==> src/rtl/volatility_ring_ctrl.sv <==
// volatility_ring_ctrl: per-stock ring-buffer addressing for the volatility sample RAM,
// issuing an eviction read one cycle ahead of each overwriting write.
module volatility_ring_ctrl #(
    parameter int NUM_STOCKS  = 4,
    parameter int BUFFER_SIZE = 20,
    parameter int SID_W       = $clog2(NUM_STOCKS),
    parameter int ADDR_W      = $clog2(NUM_STOCKS*BUFFER_SIZE),
    parameter int CNT_W       = $clog2(BUFFER_SIZE+1)
) (
    input  logic                  i_clk,
    input  logic                  i_reset_n,
    input  logic                  i_data_valid,
    input  logic [SID_W-1:0]      i_stock_id,
    output logic                  o_ready,
    input  logic                  i_flush,
    input  logic [SID_W-1:0]      i_flush_id,
    output logic                  o_rd_en,
    output logic [ADDR_W-1:0]     o_rd_addr,
    output logic                  o_wr_en,
    output logic [ADDR_W-1:0]     o_wr_addr,
    output logic [SID_W-1:0]      o_wr_stock_id,
    output logic                  o_evict,
    output logic [CNT_W-1:0]      o_count,
    output logic [NUM_STOCKS-1:0] o_full_mask
);
    logic [CNT_W-1:0]  ptr [NUM_STOCKS];
    logic [CNT_W-1:0]  cnt [NUM_STOCKS];
    logic              legal, accept, flush_ok, cur_full;
    logic [SID_W-1:0]  sid;
    logic [CNT_W-1:0]  cur_ptr, cur_cnt;
    logic [ADDR_W-1:0] cur_addr;
    logic              p_valid, p_evict;
    logic [ADDR_W-1:0] p_addr;
    logic [SID_W-1:0]  p_sid;
    logic [CNT_W-1:0]  p_count;

    assign o_ready  = !i_flush;
    assign legal    = int'(i_stock_id) < NUM_STOCKS;
    assign accept   = i_data_valid && !i_flush && legal;
    assign flush_ok = i_flush && (int'(i_flush_id) < NUM_STOCKS);
    assign sid      = legal ? i_stock_id : '0;
    assign cur_ptr  = ptr[sid];
    assign cur_cnt  = cnt[sid];
    assign cur_full = cur_cnt == CNT_W'(BUFFER_SIZE);
    assign cur_addr = ADDR_W'(int'(sid) * BUFFER_SIZE + int'(cur_ptr));

    // Stage 1 updates pointer state and issues the eviction read; stage 2 issues the write.
    always_ff @(posedge i_clk or negedge i_reset_n) begin
        if (!i_reset_n) begin
            for (int i = 0; i < NUM_STOCKS; i++) begin
                ptr[i] <= '0;
                cnt[i] <= '0;
            end
            o_full_mask   <= '0;
            o_rd_en       <= 1'b0;
            o_rd_addr     <= '0;
            p_valid       <= 1'b0;
            p_evict       <= 1'b0;
            p_addr        <= '0;
            p_sid         <= '0;
            p_count       <= '0;
            o_wr_en       <= 1'b0;
            o_wr_addr     <= '0;
            o_wr_stock_id <= '0;
            o_evict       <= 1'b0;
            o_count       <= '0;
        end else begin
            o_rd_en <= accept && cur_full;
            p_valid <= accept;
            if (accept) begin
                o_rd_addr        <= cur_addr;
                p_addr           <= cur_addr;
                p_sid            <= sid;
                p_evict          <= cur_full;
                p_count          <= cur_full ? cur_cnt : cur_cnt + 1'b1;
                ptr[sid]         <= (cur_ptr == CNT_W'(BUFFER_SIZE-1)) ? '0 : cur_ptr + 1'b1;
                cnt[sid]         <= cur_full ? cur_cnt : cur_cnt + 1'b1;
                o_full_mask[sid] <= cur_cnt >= CNT_W'(BUFFER_SIZE-1);
            end
            if (flush_ok) begin
                ptr[i_flush_id]         <= '0;
                cnt[i_flush_id]         <= '0;
                o_full_mask[i_flush_id] <= 1'b0;
            end
            o_wr_en <= p_valid;
            o_evict <= p_valid && p_evict;
            if (p_valid) begin
                o_wr_addr     <= p_addr;
                o_wr_stock_id <= p_sid;
                o_count       <= p_count;
            end
        end
    end
endmodule

==> config.mk <==
export PLATFORM = sky130hd
export DESIGN_NAME = volatility_ring_ctrl
export DESIGN_NICKNAME = d
export VERILOG_FILES = /design/src/rtl/volatility_ring_ctrl.sv
export SDC_FILE = /design/constraint.sdc
export NUM_CORES = 1
export LEC_CHECK = 0
export ABC_AREA = 1
export CAP_MARGIN = 20
export CORE_MARGIN = 1.5
export CORE_UTILIZATION = 45
export DETAILED_ROUTE_END_ITERATION = 16
export PLACE_DENSITY = 0.67
export SLEW_MARGIN = 20
export SYNTH_ARGS = -nofsm -noshare
export SYNTH_HDL_FRONTEND = slang
export SYNTH_SLANG_ARGS = --single-unit
==> constraint.sdc <==
create_clock -name i_clk -period 2.06 [get_ports i_clk]
set_input_delay 0.412 -clock i_clk [delete_from_list [all_inputs] [get_ports i_clk]]
set_output_delay 0.412 -clock i_clk [all_outputs]
set_load 0.03 [all_outputs]
# [Yosys cells after proc, flatten, opt, wreduce, memory -nomap -nowiden]
# Cells that the tools add are included.
[totals] regBits=77 input_bits=8 out_inout_bits=29
[classes] addsub=3 multipliers=1 order_cmp=9 n_eq_ne=2 muxes=25 bitwise_logic=7 reduce_logical=8
[op_table] op="$mux 20" count=4
[op_table] op="$and 20x20->20" count=2
[op_table] op="$bwmux 20" count=2
[op_table] op="$mux 5" count=8
[op_table] op="$bmux 5 s2" count=2
[op_table] op="$demux 5 s2" count=2
[op_table] op="$not 20->20" count=1
[op_table] op="$add 5x1->5 const B" count=2
[op_table] op="$eq 5x5->1 const B" count=2
[op_table] op="$mux 4" count=2
[op_table] op="$add 7x5->7" count=1
[op_table] op="$logic_and 1x1->1" count=7
[op_table] op="$ge 3x3->1 const B" count=2
[op_table] op="$lt 2x3->1 const B" count=2
[op_table] op="$lt 3x1->1 const B" count=2
[op_table] op="$not 2->3" count=2
[op_table] op="$ge 5x5->1 const B" count=1
[op_table] op="$mul 2x3->5 const B" count=1
[op_table] op="$and 4x4->4" count=1
[op_table] op="$bwmux 4" count=1
[op_table] op="$demux 1 s2" count=2
[op_table] op="$ge 2x1->1 const B" count=2
[op_table] op="$not 4->4" count=1
[op_table] op="$mux 1" count=2
[op_table] op="$logic_not 1->1" count=1

# [Depth between registers and ports, before layout]
[depth] depth_word=10 ltp_mapped=14 ltp_nobuf=14

# [Worst setup path after synthesis]
# Ideal clock, no wire load.
[synth_timing] path_type="input to register" from="in i_stock_id[1]" to="reg o_rd_addr[4]" setup_time_ns=0.121 arrival_ns=1.786 t_required_ns=1.939 slack_ns=0.153 stages=12 n_path_buf=1 cell_sequence="inv_2 buf_6 nand3_1 nand2_1 nor2_2 inv_2 ha_1 inv_1 fa_1 nor2_1 nor2_1 a22o_1"
[synth_between] elab_chain_cells=5
[synth_rtl] element="start: declaration" line="13" source="input logic [SID_W-1:0] i_stock_id,"
[synth_rtl] element="branches (longest 4 deep; another with $mul 2x3->5)"
[synth_rtl] element="$add 7x5->7 *" line="45" source="assign cur_addr = ADDR_W'(int'(sid) * BUFFER_SIZE + int'(cur_ptr));"
[synth_rtl] element="end signal: assignment" line="71" source="o_rd_addr <= cur_addr;"
[synth_rtl] element="end: declaration" line="18" source="output logic [ADDR_W-1:0] o_rd_addr,"
# Every way passes the cells marked *. The select of a mux whose other input is x is not followed.
# A chain may end at the register's enable or synchronous reset.

# [Final worst setup path]
# Same ends and word-level chain as after synthesis.

==> impl_metrics.csv <==
group,metric,value,unit
status,outcome,"finished with violations",
status,violations,"negative hold slack",
sta,hold_ws,-0.006723,ns
grt,grt-ovfl-total,0,
cells_and_area,nets,541,
sta,setup_violations,0,
route,drtIter0Drc,129,
worst_setup_path,start_kind,"input pin",
grt,grt_max_degree,33,
worst_setup_path,worst-path-max-fanout,9,
worst_setup_path,cpPeakStageDelay,0.38,ns
sta,fin_crit_sh,92.33,%
route,viasPerCell,5.068,
synth,async_reset_ff_share,100.0,%
cts,cts_root_buffer,"clkbuf_8",
synth,synthMuxAreaShare,4.131,%
die,fp.dieH,95.09,um
route,drc_errors,0,
place,io_buffers,36,
power,powerDensity,936.6,nW/um^2
grt,antenna_found_initial,0,
synth,syn_inst,442,
sta,final-hold-violation-count,4,
grt,grt_pass1_wl,15.47,mm
synth,synthAdderAreaFrac,2.492,%
power,p_total,4.609,mW
cts,cts_buffer_depth,2,
power,p_clk_share,28.8,%
sta,worst_clock_skew,0.01080,ns
synth,synthFlopType,"dfrtp_1",
cells_and_area,fin_area,4921,um^2
sta,final-max-slew-violation-count,0,
synth,ys_types,33,
sta,worst_pin_slew,0.6165,ns
grt,grt_util_all_layers,22.87,%
worst_setup_path,crit_path_cell_trace,"dlygate4sd2_1, inv_2, nand3_1, nand2_1, nor2_2, inv_2, ha_1, inv_1, fa_1, nor2_1, nor2_1, a22o_1",
place,place_area,4619,um^2
synth,synth_top_family_by_area,"simple AND/OR/NAND/NOR gates",
cts,numCtsBuffers,9,
route,wirelength,9.127,mm
synth,synth_edf_count,0,
power,swShare,32.75,%
die,core_area,8217,um^2
place,pre_cts_ws,-0.4724,ns
power,switchingPower,1.509,mW
cells_and_area,multi_input_area,1650,um^2
worst_setup_path,worstPathRequired,2.29,ns
route,firstDrtPassIters,6,
worst_setup_path,endpoint_kind,"register",
synth,synth_compound_area_share,12.00,%
worst_hold_path,min_path_type,"in -> async",
die,rows,33,
worst_setup_path,cp_slowest_cell,"fa_1",
cts,cts_tree,"done",
cts,clkTransAtPathRegs,0.08,ns
route,ant_nets,0,
cells_and_area,final_cell_mix,"nand2_1 (106), dfrtp_1 (77), buf_4 (47)",
power,pwr-share-seq,41.8,%
die,dieArea,9042,um^2
place,place.gp.congestion,0.8491,
cells_and_area,mostFrequentLayoutCell,"nand2_1",
cells_and_area,n_antenna_cell,0,
cts,h-tree-depth,3,
cells_and_area,n_fill_cell,704,
cells_and_area,syn_to_final_growth,28.95,%
synth,yosysSeqAreaShare,50.49,%
synth,synth-simple-area-share,23.44,%
die,die_x,95.09,um
cells_and_area,final_layout_size_suffix_gt1_share,24.11,%
worst_setup_path,critPathArrivalTime,2.13,ns
synth,synth_area,3816,um^2
place,dpl.hpwl,6.927,mm
sta,fin_crit,1.902,ns
synth,yosysWarnings,0,
worst_setup_path,crit_type,"in -> reg",
cts,cts.sinks,77,
power,leakagePower,2.494,nW
run,max-cap-violations,0,
power,combPwrFrac,29.5,%
cts,insertion_delay,0.34,ns
sta,rsz0062_at_grt,"no",
die,start_util,46.44,%
grt,grt_pass1_vias,3169,
cells_and_area,final-seq-area,1927,um^2
sta,relSlewSlack,58.90,%
synth,ys_seq_elements,77,
power,ir_drop,0.4406,mV
sta,fin_ws,0.1580,ns
die,num_io_pins,37,
route,route.detailed.wl_per_inst,14.35,um
synth,mappedNetlistNets,457,
sta,fmax,525.8,MHz
synth,synthXorXnorAreaFrac,0,%
route,vias,3223,
synth,synth.avg_cell_area,8.634,um^2
power,intPower,3.100,mW
==> per-layer routing <==
layer	vias to the layer above	share of wire [%]	GRT usage [%]	wire length [um]
li1	1594	-	-	-
met1	1535	46	30.64	4200
met2	84	48	37.77	4392
met3	10	4.9	4.067	444
met4	0	0.98	6.841	89
met5	-	0	0	0
==> through the flow <==
step / instances / utilization, % / TNS, ns
detailed placement: 618 / 56.22 / -18.86
global placement: 618 / 56.22 / -15.78
CTS: 635 / 59.77 / -0.0009384
global route: 636 / 59.89 / 0
floorplan: 442 / - / 0
finish: 636 / 59.89 / 0
==> critical path, delay by kind of cell <==
kind / cells / cell delay [ns]
AO/OA/AOI/OAI: 1 / 0.17
adder cells (fa/ha/maj): 2 / 0.54
buffers and inverters: 4 / 0.61
AND/OR/NAND/NOR: 5 / 0.40
==> Yosys cell counts (2+ instances only) <==
| master | instances | area (um^2) |
|---|---|---|
| a21oi_1 | 30 | 150.1 |
| inv_2 | 8 | 30.03 |
| buf_6 | 3 | 33.78 |
| nand2_2 | 10 | 62.56 |
| buf_2 | 5 | 25.02 |
| nor3_1 | 4 | 20.02 |
| nor2_2 | 3 | 18.77 |
| nor2_4 | 7 | 78.83 |
| ha_1 | 6 | 75.07 |
| nand4_1 | 4 | 25.02 |
| nand2_1 | 107 | 401.6 |
| buf_4 | 2 | 15.01 |
| a22oi_1 | 3 | 22.52 |
| o21ai_2 | 4 | 35.03 |
| inv_1 | 44 | 165.2 |
| nand2_4 | 2 | 22.52 |
| clkbuf_1 | 4 | 15.01 |
| o21a_1 | 3 | 22.52 |
| mux2_2 | 14 | 157.7 |
| nand3_1 | 23 | 115.1 |
| o21ai_0 | 31 | 155.2 |
| nor2_1 | 33 | 123.9 |
| dfrtp_1 | 77 | 1927 |
| nand3_2 | 2 | 20.02 |
| o21ai_1 | 5 | 25.02 |
==> power by group through the flow <==
stage               combinational [mW]  clock (mW)  sequential [mW]
floorplan                        0.590           0             2.14
global placement                  1.31           0             1.94
detailed placement                1.34           0             1.95
CTS                               1.36        1.34             1.92
global route                      1.50        1.41             1.96
finish                            1.36        1.33             1.92
==> area by class of cell <==
cell class / count / area share [%]
inverter: 52 / 4.017
tap: 105 / 2.670
clock inverter: 5 / 1.653
sequential: 77 / 39.16
timing repair buffer: 87 / 15.89
clock buffer: 11 / 3.077
multi-input combinational: 299 / 33.54
==> state kept, by name (all words and copies together), names as in the netlist <==
| signal | flops |
|---|---|
| o_rd_addr | 7 |
| ptr | 20 |
| p_sid | 2 |
| o_full_mask | 4 |
| cnt | 20 |
| p_count | 5 |
| p_valid | 1 |
| o_evict | 1 |
| o_wr_stock_id | 2 |
| o_wr_addr | 7 |
| p_evict | 1 |
| o_wr_en | 1 |
| o_count | 5 |
| o_rd_en | 1 |
==> timing repair <==
| item | 4_1_cts | 5_1_grt |
|---|---|---|
| pin swaps | 1 | 1 |
| gates resized for setup | 15 | 2 |
| setup endpoints to repair | 20 | 47 |
| hold buffers | 0 | 0 |
| endpoints found under the hold margin | 0 | 0 |
| gates cloned | 0 | 1 |
| setup buffers | 1 | 0 |
==> kinds of logic (layout without fill, tap and decap cells) <==
logic type	after synthesis	count (layout)
muxes	14	14
DFF	77	77
AOI/OAI and AO/OA	82	82
buffers and inverters	66	155
adders and majority gates	7	7
and+or+nand+nor	196	196
==> path summary, 6_finish.rpt <==
check | from | end | slack, ns | depth (start not counted)
worst max-delay path | i_stock_id[1] | o_rd_addr[4] | 0.16 | 12
worst min-delay path | i_reset_n | o_rd_addr[3] | -0.007 | 1
worst max register to register | ptr[2] | o_rd_addr[4] | 0.35 | 10
worst min register to register | p_count[0] | p_count[0] | 0.48 | 2
max in group asynchronous | i_reset_n | o_wr_addr[6] | 1.46 | 2
min in group i_clk | p_count[0] | p_count[0] | 0.48 | 2
No activity file was read; power rests on OpenSTA's default activity.
